<file path="config.mk">
export PLATFORM = sky130hd
export DESIGN_NAME = wb_regfile
export DESIGN_NICKNAME = d
export VERILOG_FILES = /design/src/rtl/wb_regfile.sv
export SDC_FILE = /design/constraint.sdc
export NUM_CORES = 2
export LEC_CHECK = 0
export BUFFER_PORTS_ARGS = -buffer_cell sky130_fd_sc_hd__buf_4
export CORE_ASPECT_RATIO = 0.6
export CORE_MARGIN = 5
export CORE_UTILIZATION = 39
export CTS_CLUSTER_SIZE = 25
export DETAILED_ROUTE_END_ITERATION = 16
export GPL_TIMING_DRIVEN = 0
export PLACE_DENSITY = 0.65
export SLEW_MARGIN = 10
export SYNTH_ARGS = -nofsm -noshare
export SYNTH_HDL_FRONTEND = slang
export SYNTH_SLANG_ARGS = --single-unit
</file>
<file path="constraint.sdc">
create_clock -name clk -period 114.4 [get_ports clk]
set_input_delay 17.16 -clock clk [delete_from_list [all_inputs] [get_ports clk]]
set_output_delay 17.16 -clock clk [all_outputs]
set_load 0.02 [all_outputs]
</file>
<file path="src/rtl/wb_regfile.sv">
// Writeback stage: selects the retiring value, commits it to a 32x32 register file, serves two ID read ports.
// Latency: commit on 1 edge, reads combinational with write-through bypass; no backpressure (accepts every cycle).
module wb_regfile #(
  parameter logic [31:0] LINK_OFFSET = 32'd4,
  parameter logic [31:0] SP_INIT     = 32'h0000_07fc,
  parameter logic [31:0] GP_INIT     = 32'h0000_1800
) (
  input  logic        clk,
  input  logic        reset,
  input  logic        RegWrite_WB,
  input  logic [1:0]  MemtoReg_WB,
  input  logic [4:0]  Rw_WB,
  input  logic [31:0] ReadData_WB,
  input  logic [31:0] ALUOut_WB,
  input  logic [31:0] PC_WB,
  input  logic [4:0]  rs_addr,
  input  logic [4:0]  rt_addr,
  output logic [31:0] rs_data,
  output logic [31:0] rt_data,
  output logic [31:0] wb_data,
  output logic        wb_en,
  output logic [31:0] write_count,
  output logic [4:0]  last_wb_addr,
  output logic [31:0] last_wb_data
);

  typedef struct packed {
    logic [4:0]  addr;
    logic [31:0] dat;
  } wb_rec_t;

  logic [31:0] regs [32];
  wb_rec_t     last_wb;

  always_comb begin
    wb_data = ALUOut_WB;
    case (MemtoReg_WB)
      2'd1:    wb_data = ReadData_WB;
      2'd2:    wb_data = PC_WB + LINK_OFFSET;
      default: wb_data = ALUOut_WB;
    endcase
  end

  assign wb_en = RegWrite_WB & (Rw_WB != 5'd0);

  // regs[0] is held at zero and never written; reads of r0 are also forced to zero.
  always_ff @(posedge clk or posedge reset) begin
    if (reset) begin
      for (int i = 0; i < 32; i++) begin
        regs[i] <= 32'd0;
      end
      regs[28] <= GP_INIT;
      regs[29] <= SP_INIT;
    end else if (wb_en) begin
      regs[Rw_WB] <= wb_data;
    end
  end

  always_ff @(posedge clk or posedge reset) begin
    if (reset) begin
      write_count <= 32'd0;
      last_wb     <= '0;
    end else if (wb_en) begin
      write_count <= write_count + 32'd1;
      last_wb     <= '{addr: Rw_WB, dat: wb_data};
    end
  end

  assign last_wb_addr = last_wb.addr;
  assign last_wb_data = last_wb.dat;

  always_comb begin
    rs_data = regs[rs_addr];
    if (rs_addr == 5'd0) begin
      rs_data = 32'd0;
    end else if (wb_en && (rs_addr == Rw_WB)) begin
      rs_data = wb_data;
    end
  end

  always_comb begin
    rt_data = regs[rt_addr];
    if (rt_addr == 5'd0) begin
      rt_data = 32'd0;
    end else if (wb_en && (rt_addr == Rw_WB)) begin
      rt_data = wb_data;
    end
  end

endmodule

</file>
# Word-level counts from Yosys, hierarchy flattened
# Index checks and enable logic that the tools add are counted.
[word_totals] latchBits=0 in_bits=116 register_bits=1093 out_inout_bits=166 elab_cells=69 n_memories=0 ramBits=0 rom_bits=0
[classes] bitwise_logic=4 order_cmp=4 shift=0 add_sub_neg=2 multipliers=0 div_mod_pow=0 muxes=14 reduce_logical=6 eq_ne=4
[ops] operator="1024-bit bitwise mux" n=1
[ops] operator="32-bit binary-select mux with 5-bit select" n=2
[ops] operator="32-bit 2-to-1 mux" n=9
[ops] operator="32-bit demux with 5-bit select" n=1
[ops] operator="32-bit case mux with 2 select lines" n=1
[ops] operator="32-bit by 1-bit adder with 32-bit output, second input constant" n=1
[ops] operator="32-bit by 3-bit adder with 32-bit output, second input constant" n=1
[ops] operator="6-bit >= comparator, second input constant" n=3
[ops] operator="5-bit inverter with 6-bit output" n=3
[ops] operator="5-bit equality test" n=2
[ops] operator="5-bit zero test" n=2
[ops] operator="6-bit by 1-bit less-than comparator with 1-bit output, second input constant" n=1
[ops] operator="5-bit nonzero test" n=1
[ops] operator="1-bit logical AND" n=3
[ops] operator="2-bit by 1-bit equality test with 1-bit output, second input constant" n=1
[ops] operator="2-bit equality test, second input constant" n=1
[ops] operator="1-bit AND" n=1

# Logic depth before layout (Yosys ltp)
[logic_depth] ltp_word=6 depth_mapped=11 depth_no_buf=8

# Least setup slack after synthesis
# OpenSTA, ideal clock, no wires.
[synth_path] path_type="input port to output port" start="input port Rw_WB[0]" end="output port rs_data[10]" slack_ns=77.776 path_stages=9 t_required_ns=97.240 arrival_ns=19.464 path_buffers=4 cell_sequence="clkbuf_1 -> or2_2 -> o21ai_1 -> inv_1 -> buf_2 -> and4_1 -> clkbuf_1 -> clkbuf_1 -> a211oi_1"
[synth_between] elab_chain_len=5 word_cells_on_any_way=6 cone_classes="eq/ne (1); mux (2); bitwise (1); reduce/logical (2)"
[synth_rtl] item="start, declared" line_no="12" source="input logic [4:0] Rw_WB,"
[synth_rtl] item="5-bit nonzero test" line_no="44" source="assign wb_en = RegWrite_WB & (Rw_WB != 5'd0);"
[synth_rtl] item="1-bit AND" line_no="44"
[synth_rtl] item="named net wb_en" line_no="21" source="output logic wb_en,"
[synth_rtl] item="1-bit logical AND" line_no="76" source="end else if (wb_en && (rs_addr == Rw_WB)) begin"
[synth_rtl] item="32-bit 2-to-1 mux" line_no="76"
[synth_rtl] item="32-bit 2-to-1 mux" line_no="74" source="if (rs_addr == 5'd0) begin"
[synth_rtl] item="end, declared" line_no="18" source="output logic [31:0] rs_data,"
# The timed path passes the listed nets, and every way through them passes these cells.

# Worst setup path after layout
[layout_path] start="input port rs_addr[3]" end="output port rs_data[16]"
[layout_between] elab_chain_len=6 word_cells_on_any_way=9 cone_classes="eq/ne (1); mux (5); bitwise (1); reduce/logical (2)"
[layout_rtl] item="start, declared" line_no="16" source="input logic [4:0] rs_addr,"
[layout_rtl] item="5-bit inverter with 6-bit output (not written as such)" line_no="73" source="rs_data = regs[rs_addr];"
[layout_rtl] item="32-bit binary-select mux with 5-bit select" line_no="73"
[layout_rtl] item="32-bit 2-to-1 mux (not written as such) (2 in a row)" line_no="73"
[layout_rtl] item="32-bit 2-to-1 mux" line_no="76"
[layout_rtl] item="32-bit 2-to-1 mux *" line_no="74"
# Mark *: on every way between the ends. The rest lies on a longest branch, timed or not. The select of a mux whose other input is x is not followed.

==> results.tsv <==
stage	metric	value	unit
run_status	result_of_the_run	finished with violations	
run_status	violations	capacitance limit, slew limit	
power	switching_share	35.1	%
detailed_routing	routed_via_density	6.87	
detailed_routing	drcViolationCount	0	
clock_network	root_buffer	sky130_fd_sc_hd__clkbuf_16	
setup_path	r2r_start	write_count[0]$_DFFE_PP0P_	
setup_path	path_common_cell	sky130_fd_sc_hd__clkbuf_1	
floorplan	core-area	144000	sq um
grt	first_global_vias	47700	
detailed_routing	detailed_routing_iterations_pass_1	7	
setup_path	crit_family	buffers and inverters	
setup_path	critPathLaunchType	primary input	
power	fin_total_pwr	1.22	mW
floorplan	chipWidth	501	um
setup_path	critical_path.max_stage_delay	1150	ps
logic_synthesis	synth_nets	5171	
power	pwr_density_cell	18.5	nW/um^2
floorplan	die_h	305	um
clock_network	total_number_of_clock_tree_sinks	1093	
logic_synthesis	area_fraction_of_the_dominant_cell_type_after_synthesis	47.9	%
grt	globalRouteTotalUtil	39.2	%
sta	fin_clk_skew	8.25	ps
clock_network	clk_pin_slew_worst_paths	60	ps
logic_synthesis	postSynthCellCount	5051	
power	power.ir.vdd_worst	0.0000131	V
logic_synthesis	synth_edf_count	0	
sta	period_share	34.9	%
setup_path	critical_path_class	primary input to output pin	
final_layout	layout.nets	5618	
logic_synthesis	ys.flop_type	sky130_fd_sc_hd__dfrtp_1	
power	leakagePower	28.2	nW
clock_network	cts_repair_resize_count	0	
logic_synthesis	synth_top_cells_by_area	sky130_fd_sc_hd__dfrtp_1 (48%), sky130_fd_sc_hd__mux4_2 (22%), sky130_fd_sc_hd__o21ai_0 (9.1%)	
clock_network	worst_skew_pair.late_latency	760	ps
setup_path	setup.worst_path.end_class	output pin	
grt	grt_first_pass_wirelength	408000	um
grt	grt.overflow.total	0	
power	net-switching-power	428	uW
power	power_report.internal_total	792	uW
placement	gp_congestion	1.07	
logic_synthesis	synth.yosys.seq_area_share	48.4	%
clock_network	cts_hold_repair.buffers	0	
sta	max_clock_freq	25.0	MHz
logic_synthesis	postSynth.asyncResetShare	100	%
clock_network	cts_htree_levels	3	
clock_network	post_cts_buffers	0	
setup_path	cp-endpoint	rs_data[16]	
logic_synthesis	ys.warnings.count	0	
detailed_routing	antenna_violating_nets_post_route	0	
floorplan	floorplan.die_area	153000	sq um
sta	layout_min_cycle_time	39920	ps
job	maxCapViolCount	5	
placement	dp_hpwl	229000	um
detailed_routing	vias	51700	
detailed_routing	postRouteWirelength	307000	um
detailed_routing	drtIter0Drc	9477	
setup_path	r2r_setup_slack	112160	ps
final_layout	area_overhead_vs_synth	16.7	%
sta	relSlewSlack	-8.98	%
power	fraction_of_power_consumed_by_the_clock_network	31.8	%
setup_path	worst_r2r_path_depth	7	
floorplan	std_cell_rows	108	
final_layout	regArea	27400	sq um
sta	actual_transition_at_the_worst_max_transition_pin	1630	ps
power	power.share.combinational	26.0	%
final_layout	drive_gt1_share	22.5	%
floorplan	initial_core_util	39.1	%
placement	io_buffer_count	271	
sta	timing.final.hold_violations	0	
logic_synthesis	synth_seq_cells	1093	
setup_path	cp_data_arrival_time	22760	ps
final_layout	footprint_of_the_multi_input_gates	27000	sq um
setup_path	critical_path_depth	9	
clock_network	clockBufferDepth	3	
sta	final-max-slew-violation-count	33	
logic_synthesis	yosysTopAreaCell	sky130_fd_sc_hd__dfrtp_1	
sta	final-setup-viol-count	0	
setup_path	critPathBufInv	5	
logic_synthesis	synth_area_per_cell	11.2	sq um
setup_path	endpoint_of_the_lowest_slack_register_to_register_path	write_count[17]$_DFFE_PP0P_	
sta	grt_setup_unrepaired	false	
detailed_routing	wl_per_cell	40.7	um
hold_path	worst_hold_path_type	flip-flop to flip-flop	
grt	antenna_found_initial	29	
setup_path	cp_cell_sequence	buf_4 > clkbuf_1 > clkbuf_1 > nand2_1 > clkbuf_1 > o22ai_1 > a211oi_1 > a211oi_1 > buf_4	
setup_path	crit_path_top_delay_cell	sky130_fd_sc_hd__clkbuf_1	
logic_synthesis	combined_area_of_all_synthesized_cells	56500	sq um
setup_path	timing.critical_path.from	rs_addr[3]	
grt	grt_start_max_net_pins	118	
final_layout	fillerInstances	13500	
power	p_seq_share	42.2	%
floorplan	floorplan.io_pins	282	
clock_network	tritoncts	yes	
setup_path	crit_path_max_fanout	10	
clock_network	tritoncts.num_buffers	105	
logic_synthesis	yosys.cell_types.count	55	
sta	setup_tns	0	ps
setup_path	timing.critical_path.required	97240	ps
[Yosys cell counts, types with 3 or more instances]
cell,number
sky130_fd_sc_hd__nand2_1,1129
sky130_fd_sc_hd__dfrtp_1,1082
sky130_fd_sc_hd__o21ai_0,1030
sky130_fd_sc_hd__mux4_2,552
sky130_fd_sc_hd__clkbuf_1,420
sky130_fd_sc_hd__mux2i_1,134
sky130_fd_sc_hd__a211oi_1,99
sky130_fd_sc_hd__buf_2,61
sky130_fd_sc_hd__xnor2_1,53
sky130_fd_sc_hd__o22ai_1,50
sky130_fd_sc_hd__buf_1,47
sky130_fd_sc_hd__inv_1,45
sky130_fd_sc_hd__nand3_1,41
sky130_fd_sc_hd__nor2_1,31
sky130_fd_sc_hd__a21oi_1,30
sky130_fd_sc_hd__nand4_1,23
sky130_fd_sc_hd__nor2b_1,23
sky130_fd_sc_hd__a22oi_1,20
sky130_fd_sc_hd__and3_1,15
sky130_fd_sc_hd__nor3_1,14
sky130_fd_sc_hd__xor2_1,13
sky130_fd_sc_hd__a222oi_1,12
sky130_fd_sc_hd__dfstp_2,11
sky130_fd_sc_hd__and4_1,10
sky130_fd_sc_hd__a31oi_1,8
sky130_fd_sc_hd__o21ai_1,8
sky130_fd_sc_hd__or3_1,8
sky130_fd_sc_hd__a221oi_1,7
sky130_fd_sc_hd__and2_1,7
sky130_fd_sc_hd__nand2b_1,7
sky130_fd_sc_hd__nor4_1,7
sky130_fd_sc_hd__mux2_2,6
sky130_fd_sc_hd__a2111oi_0,4
sky130_fd_sc_hd__a221o_1,4
sky130_fd_sc_hd__ha_1,4
sky130_fd_sc_hd__o2bb2ai_1,4
sky130_fd_sc_hd__or2_2,4
sky130_fd_sc_hd__a311oi_1,3
sky130_fd_sc_hd__nor3b_1,3
[final cells by class]
class                      count  area share (%)
timing repair buffer         340            4.53
sequential                  1093            41.5
tap                         1925            3.65
multi-input combinational   3382            41.0
clock inverter                51            1.05
inverter                      46           0.273
antenna                       23          0.0873
buffer                       530            3.27
clock buffer                 144            4.65
[how the worst min path moves through the flow]
stage	from	end	slack [ps]	depth (start not counted)
global route	regs[1008]$_DFFE_PP0P_	regs[1008]$_DFFE_PP0P_	490	1
finish	regs[997]$_DFFE_PP0P_	regs[997]$_DFFE_PP0P_	480	1
CTS	regs[995]$_DFFE_PP0P_	regs[995]$_DFFE_PP0P_	480	1
global placement	regs[998]$_DFFE_PP0P_	regs[998]$_DFFE_PP0P_	450	1
detailed placement	regs[1001]$_DFFE_PP0P_	regs[1001]$_DFFE_PP0P_	460	1
floorplan	regs[1000]$_DFFE_PP0P_	regs[1000]$_DFFE_PP0P_	440	1
[registers in the layout, indices dropped and copies added, names as in the netlist]
| name | cells |
|---|---|
| last_wb_data | 32 |
| write_count | 32 |
| last_wb_addr | 5 |
| regs | 1024 |
[worst register-to-register path, cell delays in order (launching register included)]
cell                       delay (ps)
sky130_fd_sc_hd__dfrtp_1          420
sky130_fd_sc_hd__and3_1           190
sky130_fd_sc_hd__and2_1           140
sky130_fd_sc_hd__and4_1           190
sky130_fd_sc_hd__clkbuf_1         330
sky130_fd_sc_hd__nor2b_1          540
sky130_fd_sc_hd__nand3_1          170
sky130_fd_sc_hd__xnor2_1          150
[cell families (layout without fill, tap and decap cells)]
family,count (synthesis),count (layout),synth area share (%)
compound gates,1292,1292,12.4
xor+xnor,66,66,1.02
fa+ha+maj,4,4,0.0886
buf+inv,576,1111,3.97
flops,1093,1093,48.4
mux,692,692,24.5
other cells,0,23,0
simple gates,1328,1328,9.54
[layout by cell type, fill, tap and decap left out, drive strengths merged, types with 9 or more instances in the layout]
cell    netlist  layout
xnor2        53      53
a22oi        20      20
diode         0      23
and3         15      15
and4         10      10
xor2         13      13
or3           9       9
nor3         14      14
a211oi       99      99
inv          46      51
mux2i       134     134
clkbuf      422     568
buf         108     446
mux4        552     552
dfstp        11      11
o22ai        50      50
dfrtp      1082    1082
nor2b        23      23
nand3        41      41
a21oi        30      30
o21ai      1038    1038
bufinv        0      11
nand4        24      24
a222oi       12      12
nor2         31      31
nand2      1129    1129
clkinv        0      28
[power groups by stage]
stage                     clock network (mW)  logic [mW]  registers, mW
after floorplan                            0       0.169          0.500
after global placement                     0       0.286          0.513
after detailed placement                   0       0.298          0.516
after CTS                              0.386       0.298          0.510
after global routing                   0.400       0.325          0.521
final                                  0.388       0.317          0.515
[metrics by stage]
step | area (sq um) | hold slack (ps) | setup slack (ps) | utilization, % | std cells
after floorplan | 56500 | 441 | 66490 | - | 5051
after CTS | 65900 | 483 | 74940 | 45.6 | 7511
after global placement | 60900 | 454 | 53630 | 42.2 | 7247
after global routing | 65900 | 495 | 74690 | 45.7 | 7515
after detailed placement | 62100 | 464 | 74970 | 43.0 | 7316
final | 65900 | 481 | 74480 | 45.7 | 7534
[layer usage]
layer,wire length [um],GRT usage [%]
met3,63400,29.5
met1,114000,50.8
met5,948,3.79
met4,15300,15.9
met2,114000,48.1
No activity file was read; power rests on OpenSTA's default activity.
